===== config.mk =====
export PLATFORM = sky130hd
export DESIGN_NAME = user_word_seq
export DESIGN_NICKNAME = d
export VERILOG_FILES = /design/src/rtl/user_word_seq.sv
export SDC_FILE = /design/constraint.sdc
export NUM_CORES = 1
export LEC_CHECK = 0
export ABC_AREA = 1
export CAP_MARGIN = 10
export CORE_UTILIZATION = 26
export CTS_BUF_LIST = sky130_fd_sc_hd__clkbuf_4 sky130_fd_sc_hd__clkbuf_8
export DETAILED_ROUTE_END_ITERATION = 10
export PLACE_DENSITY = 0.43
export SLEW_MARGIN = 10
export SYNTH_ARGS = -nofsm -noshare
export SYNTH_HDL_FRONTEND = slang
export SYNTH_SLANG_ARGS = --single-unit

===== constraint.sdc =====
create_clock -name clk -period 2 [get_ports clk]
set_clock_uncertainty 0.1 [all_clocks]
set_input_delay 0.3 -clock clk [delete_from_list [all_inputs] [get_ports clk]]
set_output_delay 0.3 -clock clk [all_outputs]
set_load 0.02 [all_outputs]

===== src/rtl/user_word_seq.sv =====
// User-word count sequencer: resolves a word count from mode/cfg/page and issues word-read beats.
// Optional abort support is compiled in with `define USER_WORD_SEQ_ABORT_EN.
module user_word_seq #(
    parameter int unsigned ADDR_W      = 16,
    parameter int unsigned WORD_STRIDE = 4
) (
    input  logic              clk,
    input  logic              rst,
    input  logic              start,
    input  logic              is_su_mode,
    input  logic              is_em_emul,
    input  logic              is_ata_emul,
    input  logic              page,
    input  logic [6:0]        cfg,
    input  logic [ADDR_W-1:0] base_addr,
`ifdef USER_WORD_SEQ_ABORT_EN
    input  logic              abort,
`endif
    output logic              out_valid,
    input  logic              out_ready,
    output logic [ADDR_W-1:0] out_addr,
    output logic [3:0]        out_index,
    output logic              out_last,
    output logic [3:0]        word_count,
    output logic              busy,
    output logic              done
);

    typedef enum logic [1:0] {StIdle, StLoad, StXfer, StDone} state_e;

    state_e state_q, state_d;

    logic              su_q, em_q, ata_q, page_q;
    logic              su_d, em_d, ata_d, page_d;
    logic [6:0]        cfg_q, cfg_d;
    logic [ADDR_W-1:0] base_q, base_d;

    logic              out_valid_q, out_valid_d;
    logic [ADDR_W-1:0] out_addr_q, out_addr_d;
    logic [3:0]        out_index_q, out_index_d;
    logic              out_last_q, out_last_d;
    logic [3:0]        word_count_q, word_count_d;
    logic              busy_q, busy_d;
    logic              done_q, done_d;

    logic              abort_w;
    logic              beat_hs;
    logic [3:0]        count_res;

`ifdef USER_WORD_SEQ_ABORT_EN
    assign abort_w = abort;
`else
    assign abort_w = 1'b0;
`endif

    assign beat_hs = out_valid_q & out_ready;

    // Count resolution from the captured mode flags, in priority order.
    always_comb begin
        count_res = 4'd0;
        if (su_q) begin
            count_res = 4'd0;
        end else if (em_q) begin
            if (cfg_q[3:0] >= 4'd5 && cfg_q[3:0] <= 4'd13) begin
                count_res = cfg_q[3:0] - 4'd5;
            end else begin
                count_res = 4'd3;
            end
        end else if (ata_q) begin
            unique case (cfg_q[6:4])
                3'd0, 3'd1: count_res = 4'd0;
                3'd2:       count_res = 4'd1;
                3'd3:       count_res = 4'd2;
                default:    count_res = page_q ? 4'd2 : {1'b0, cfg_q[6:4] - 3'd1};
            endcase
        end
    end

    always_ff @(posedge clk) begin
        if (rst) begin
            state_q      <= StIdle;
            su_q         <= 1'b0;
            em_q         <= 1'b0;
            ata_q        <= 1'b0;
            page_q       <= 1'b0;
            cfg_q        <= '0;
            base_q       <= '0;
            out_valid_q  <= 1'b0;
            out_addr_q   <= '0;
            out_index_q  <= '0;
            out_last_q   <= 1'b0;
            word_count_q <= '0;
            busy_q       <= 1'b0;
            done_q       <= 1'b0;
        end else begin
            state_q      <= state_d;
            su_q         <= su_d;
            em_q         <= em_d;
            ata_q        <= ata_d;
            page_q       <= page_d;
            cfg_q        <= cfg_d;
            base_q       <= base_d;
            out_valid_q  <= out_valid_d;
            out_addr_q   <= out_addr_d;
            out_index_q  <= out_index_d;
            out_last_q   <= out_last_d;
            word_count_q <= word_count_d;
            busy_q       <= busy_d;
            done_q       <= done_d;
        end
    end

    always_comb begin
        state_d = state_q;
        unique case (state_q)
            StIdle: if (start) state_d = StLoad;
            StLoad: begin
                if (abort_w || count_res == 4'd0) state_d = StDone;
                else                              state_d = StXfer;
            end
            StXfer: begin
                if (abort_w || (beat_hs && out_last_q)) state_d = StDone;
            end
            StDone: state_d = StIdle;
            default: state_d = StIdle;
        endcase
    end

    // Outputs are computed one cycle ahead so every output leaves a flop.
    always_comb begin
        su_d         = su_q;
        em_d         = em_q;
        ata_d        = ata_q;
        page_d       = page_q;
        cfg_d        = cfg_q;
        base_d       = base_q;
        out_addr_d   = out_addr_q;
        out_index_d  = out_index_q;
        out_last_d   = out_last_q;
        word_count_d = word_count_q;
        out_valid_d  = (state_d == StXfer);
        busy_d       = (state_d != StIdle);
        done_d       = (state_d == StDone);

        unique case (state_q)
            StIdle: begin
                if (start) begin
                    su_d   = is_su_mode;
                    em_d   = is_em_emul;
                    ata_d  = is_ata_emul;
                    page_d = page;
                    cfg_d  = cfg;
                    base_d = base_addr;
                end
            end
            StLoad: begin
                word_count_d = count_res;
                out_index_d  = 4'd0;
                out_addr_d   = base_q;
                out_last_d   = (count_res == 4'd1);
            end
            StXfer: begin
                if (beat_hs && !out_last_q && !abort_w) begin
                    out_index_d = out_index_q + 4'd1;
                    out_addr_d  = out_addr_q + ADDR_W'(WORD_STRIDE);
                    out_last_d  = ((out_index_q + 4'd1) == (word_count_q - 4'd1));
                end
            end
            default: ;
        endcase

        if (state_d != StXfer) out_last_d = 1'b0;
    end

    assign out_valid  = out_valid_q;
    assign out_addr   = out_addr_q;
    assign out_index  = out_index_q;
    assign out_last   = out_last_q;
    assign word_count = word_count_q;
    assign busy       = busy_q;
    assign done       = done_q;

endmodule

==> impl_metrics.tcl <==
set metrics [dict create \
    run_status "finished, final reports clean" \
    final_antenna_net_count 0 \
    synth.distinct_cells 37 \
    grt_max_degree 27 \
    port_buffers 58 \
    fill_cells 1119 \
    critPathArrivalTime_ns 1.43 \
    synth_edf_count 0 \
    ys_ff_latch 57 \
    ios 59 \
    synthToLayoutAreaGrowth_pct 35.82 \
    critPathMaxStageDelay_ns 0.65 \
    start_util 0.2729 \
    placed_cells 584 \
    clock-sinks 57 \
    antenna_found_initial 0 \
    viasPerCell 4.487 \
    slew_violations 0 \
    num_rows 37 \
    drc 0 \
    fin_crit_sh 0.9138 \
    die_height_um 107.0 \
    yosysWarnings 0 \
    grt_pass1_wl_mm 12.18 \
    n_antenna_cell 0 \
    cts_setup_buffers 0 \
    yosysMostFrequentCell "nand2_1" \
    core_area_sq_um 10510 \
    cts-root-buf "clkbuf_8" \
    max_clock_freq_mhz 547.1 \
    seq_area_frac_synth 0.3979 \
    grt_overflow 0 \
    clkTransAtPathRegs_ns 0.07 \
    vias 2692 \
    worstPathCellList "clkdlybuf4s50_1" \
    track_usage 0.1406 \
    timing.hold.ws_ns 0.3561 \
    synthTopCellsByArea "dfxtp_1 40%, nand2_1 9.4%, o21ai_0 8.7%" \
    drv_cap 0 \
    wl_mm 7.561 \
    yosysTopAreaCell "dfxtp_1" \
    grt_pass1_vias 2510 \
    finalSetupViolCount 0 \
    ys.flop_type "dfxtp_1" \
    die_width_um 107.0 \
    critPathSlowestCell "clkdlybuf4s50_1" \
    required_ns 1.60 \
    startpoint_type "flip-flop" \
    synth_common_cells "72 x nand2_1, 57 x dfxtp_1, 50 x o21ai_0" \
    syn_area_sq_um 2868 \
    async_reset_ff_frac 0 \
    cts_tree "built" \
    worst_slew_pin_slew_ns 0.5531 \
    ir_drop_uv 447.7 \
    critical_path.top_delay_family "buffers and inverters" \
    pwr_density_cell_nw_per_um2 1395 \
    drt_iter0_drc 58 \
    synth_top_area_share 0.3979 \
    path_buf_inv 1 \
    fin_cells 600 \
    dp_hpwl_mm 5.548 \
    fin_nets 504 \
    hold_viol_final 0 \
    cts-htree-levels 3 \
    avgSynthCellArea_sq_um 7.279 \
    clockBufferDepth 2 \
    drive_gt1_frac 0.1164 \
    avgRoutedWirePerCell_um 12.60 \
    dr.pass1.iters 7 \
    gp_congestion 0.7706 \
    worstHoldPathType "reg2reg" \
    p_leak_nw 1.555 \
    slew_headroom 0.6309 \
    dieArea_sq_um 11450 \
    endpoint_kind "primary output" \
    cp_max_fo 6 \
    period_needed_ns 1.828 \
    netlist_instances 394 \
    path_class "reg2out" \
    cts_made_buffers 9 \
    syn_nets 439 \
    clk_latency_ns 0.34 \
]
==> power breakdown <==
part,leakage (nW),switching (mW),internal (mW)
logic,0.963,1.32,0.969
clock network,0.123,0.476,0.873
registers,0.469,0.295,1.50
==> flip-flops by register name (all words and copies together) (netlist names) <==
register    flops
cfg_q           7
base_q         16
em_q            1
page_q          1
busy            1
ata_q           1
state_q         2
out_index       4
su_q            1
out_last        1
out_addr       16
word_count      4
out_valid       1
done            1
==> logic make-up after synthesis <==
family / Yosys count / share of synthesized area
adders and majority gates: 14 / 0.06108
AOI/OAI and AO/OA: 108 / 0.2033
DFF: 57 / 0.3979
buffers and inverters: 57 / 0.08115
and+or+nand+nor: 148 / 0.2260
xor gates and xnor gates: 10 / 0.03054
==> placed cells by master, fill, tap and decap left out, types with 10 or more instances in the layout <==
| cell type | n |
|---|---|
| clkbuf_8 | 10 |
| nand3_1 | 10 |
| nand2_1 | 71 |
| inv_1 | 37 |
| o21ai_0 | 50 |
| ha_1 | 13 |
| buf_4 | 12 |
| clkdlybuf4s50_1 | 58 |
| dfxtp_1 | 54 |
| a21oi_1 | 43 |
| nor2_1 | 44 |
==> metrics by stage <==
stage                     setup TNS, ns  instance area, sq um  utilization  setup WS (ns)  total power, mW
after detailed placement              0                  3631       0.3455         0.1457            4.117
final                                 0                  3895       0.3706         0.1723            5.433
after global routing          -0.003220                  3895       0.3706      -0.003220            5.865
after floorplan                       0                  2868            -         0.2855            3.281
after global placement                0                  3631       0.3455         0.1417            4.102
after CTS                             0                  3879       0.3691         0.1222            5.480
==> area by class of cell <==
class / count / area [sq um] / share of cell area
clock buffers: 11 / 145.1 / 0.03726
clock inverters: 5 / 102.6 / 0.02634
inverters: 41 / 155.1 / 0.03983
multi-input cells: 280 / 1506 / 0.3868
flip-flops and latches: 57 / 1145 / 0.2939
well taps: 136 / 170.2 / 0.04369
repair buffers: 70 / 670.6 / 0.1722
==> timing repair <==
| action | in CTS | in global routing |
|---|---|---|
| hold buffers | 0 | 0 |
| setup endpoints to repair | 0 | 5 |
| resized for setup | 0 | 7 |
==> metal layers <==
metal / vias to the layer above / part of all wire / global-route usage
met5: - / 0 / 0
met4: 0 / 0.013 / 0.06458
met3: 9 / 0.046 / 0.04012
met2: 74 / 0.44 / 0.2101
met1: 1189 / 0.50 / 0.1858
li1: 1420 / - / -
==> final timing paths <==
check,from,end,slack (ns),cells past startpoint
worst min register to register,base_q[14],base_q[14],0.36,2
worst min-delay path,base_q[14],base_q[14],0.36,2
worst max-delay path,out_index[0],out_index[0],0.17,1
worst max register to register,cfg_q[4],out_last,0.19,14
No activity file was read; power rests on OpenSTA's default activity.
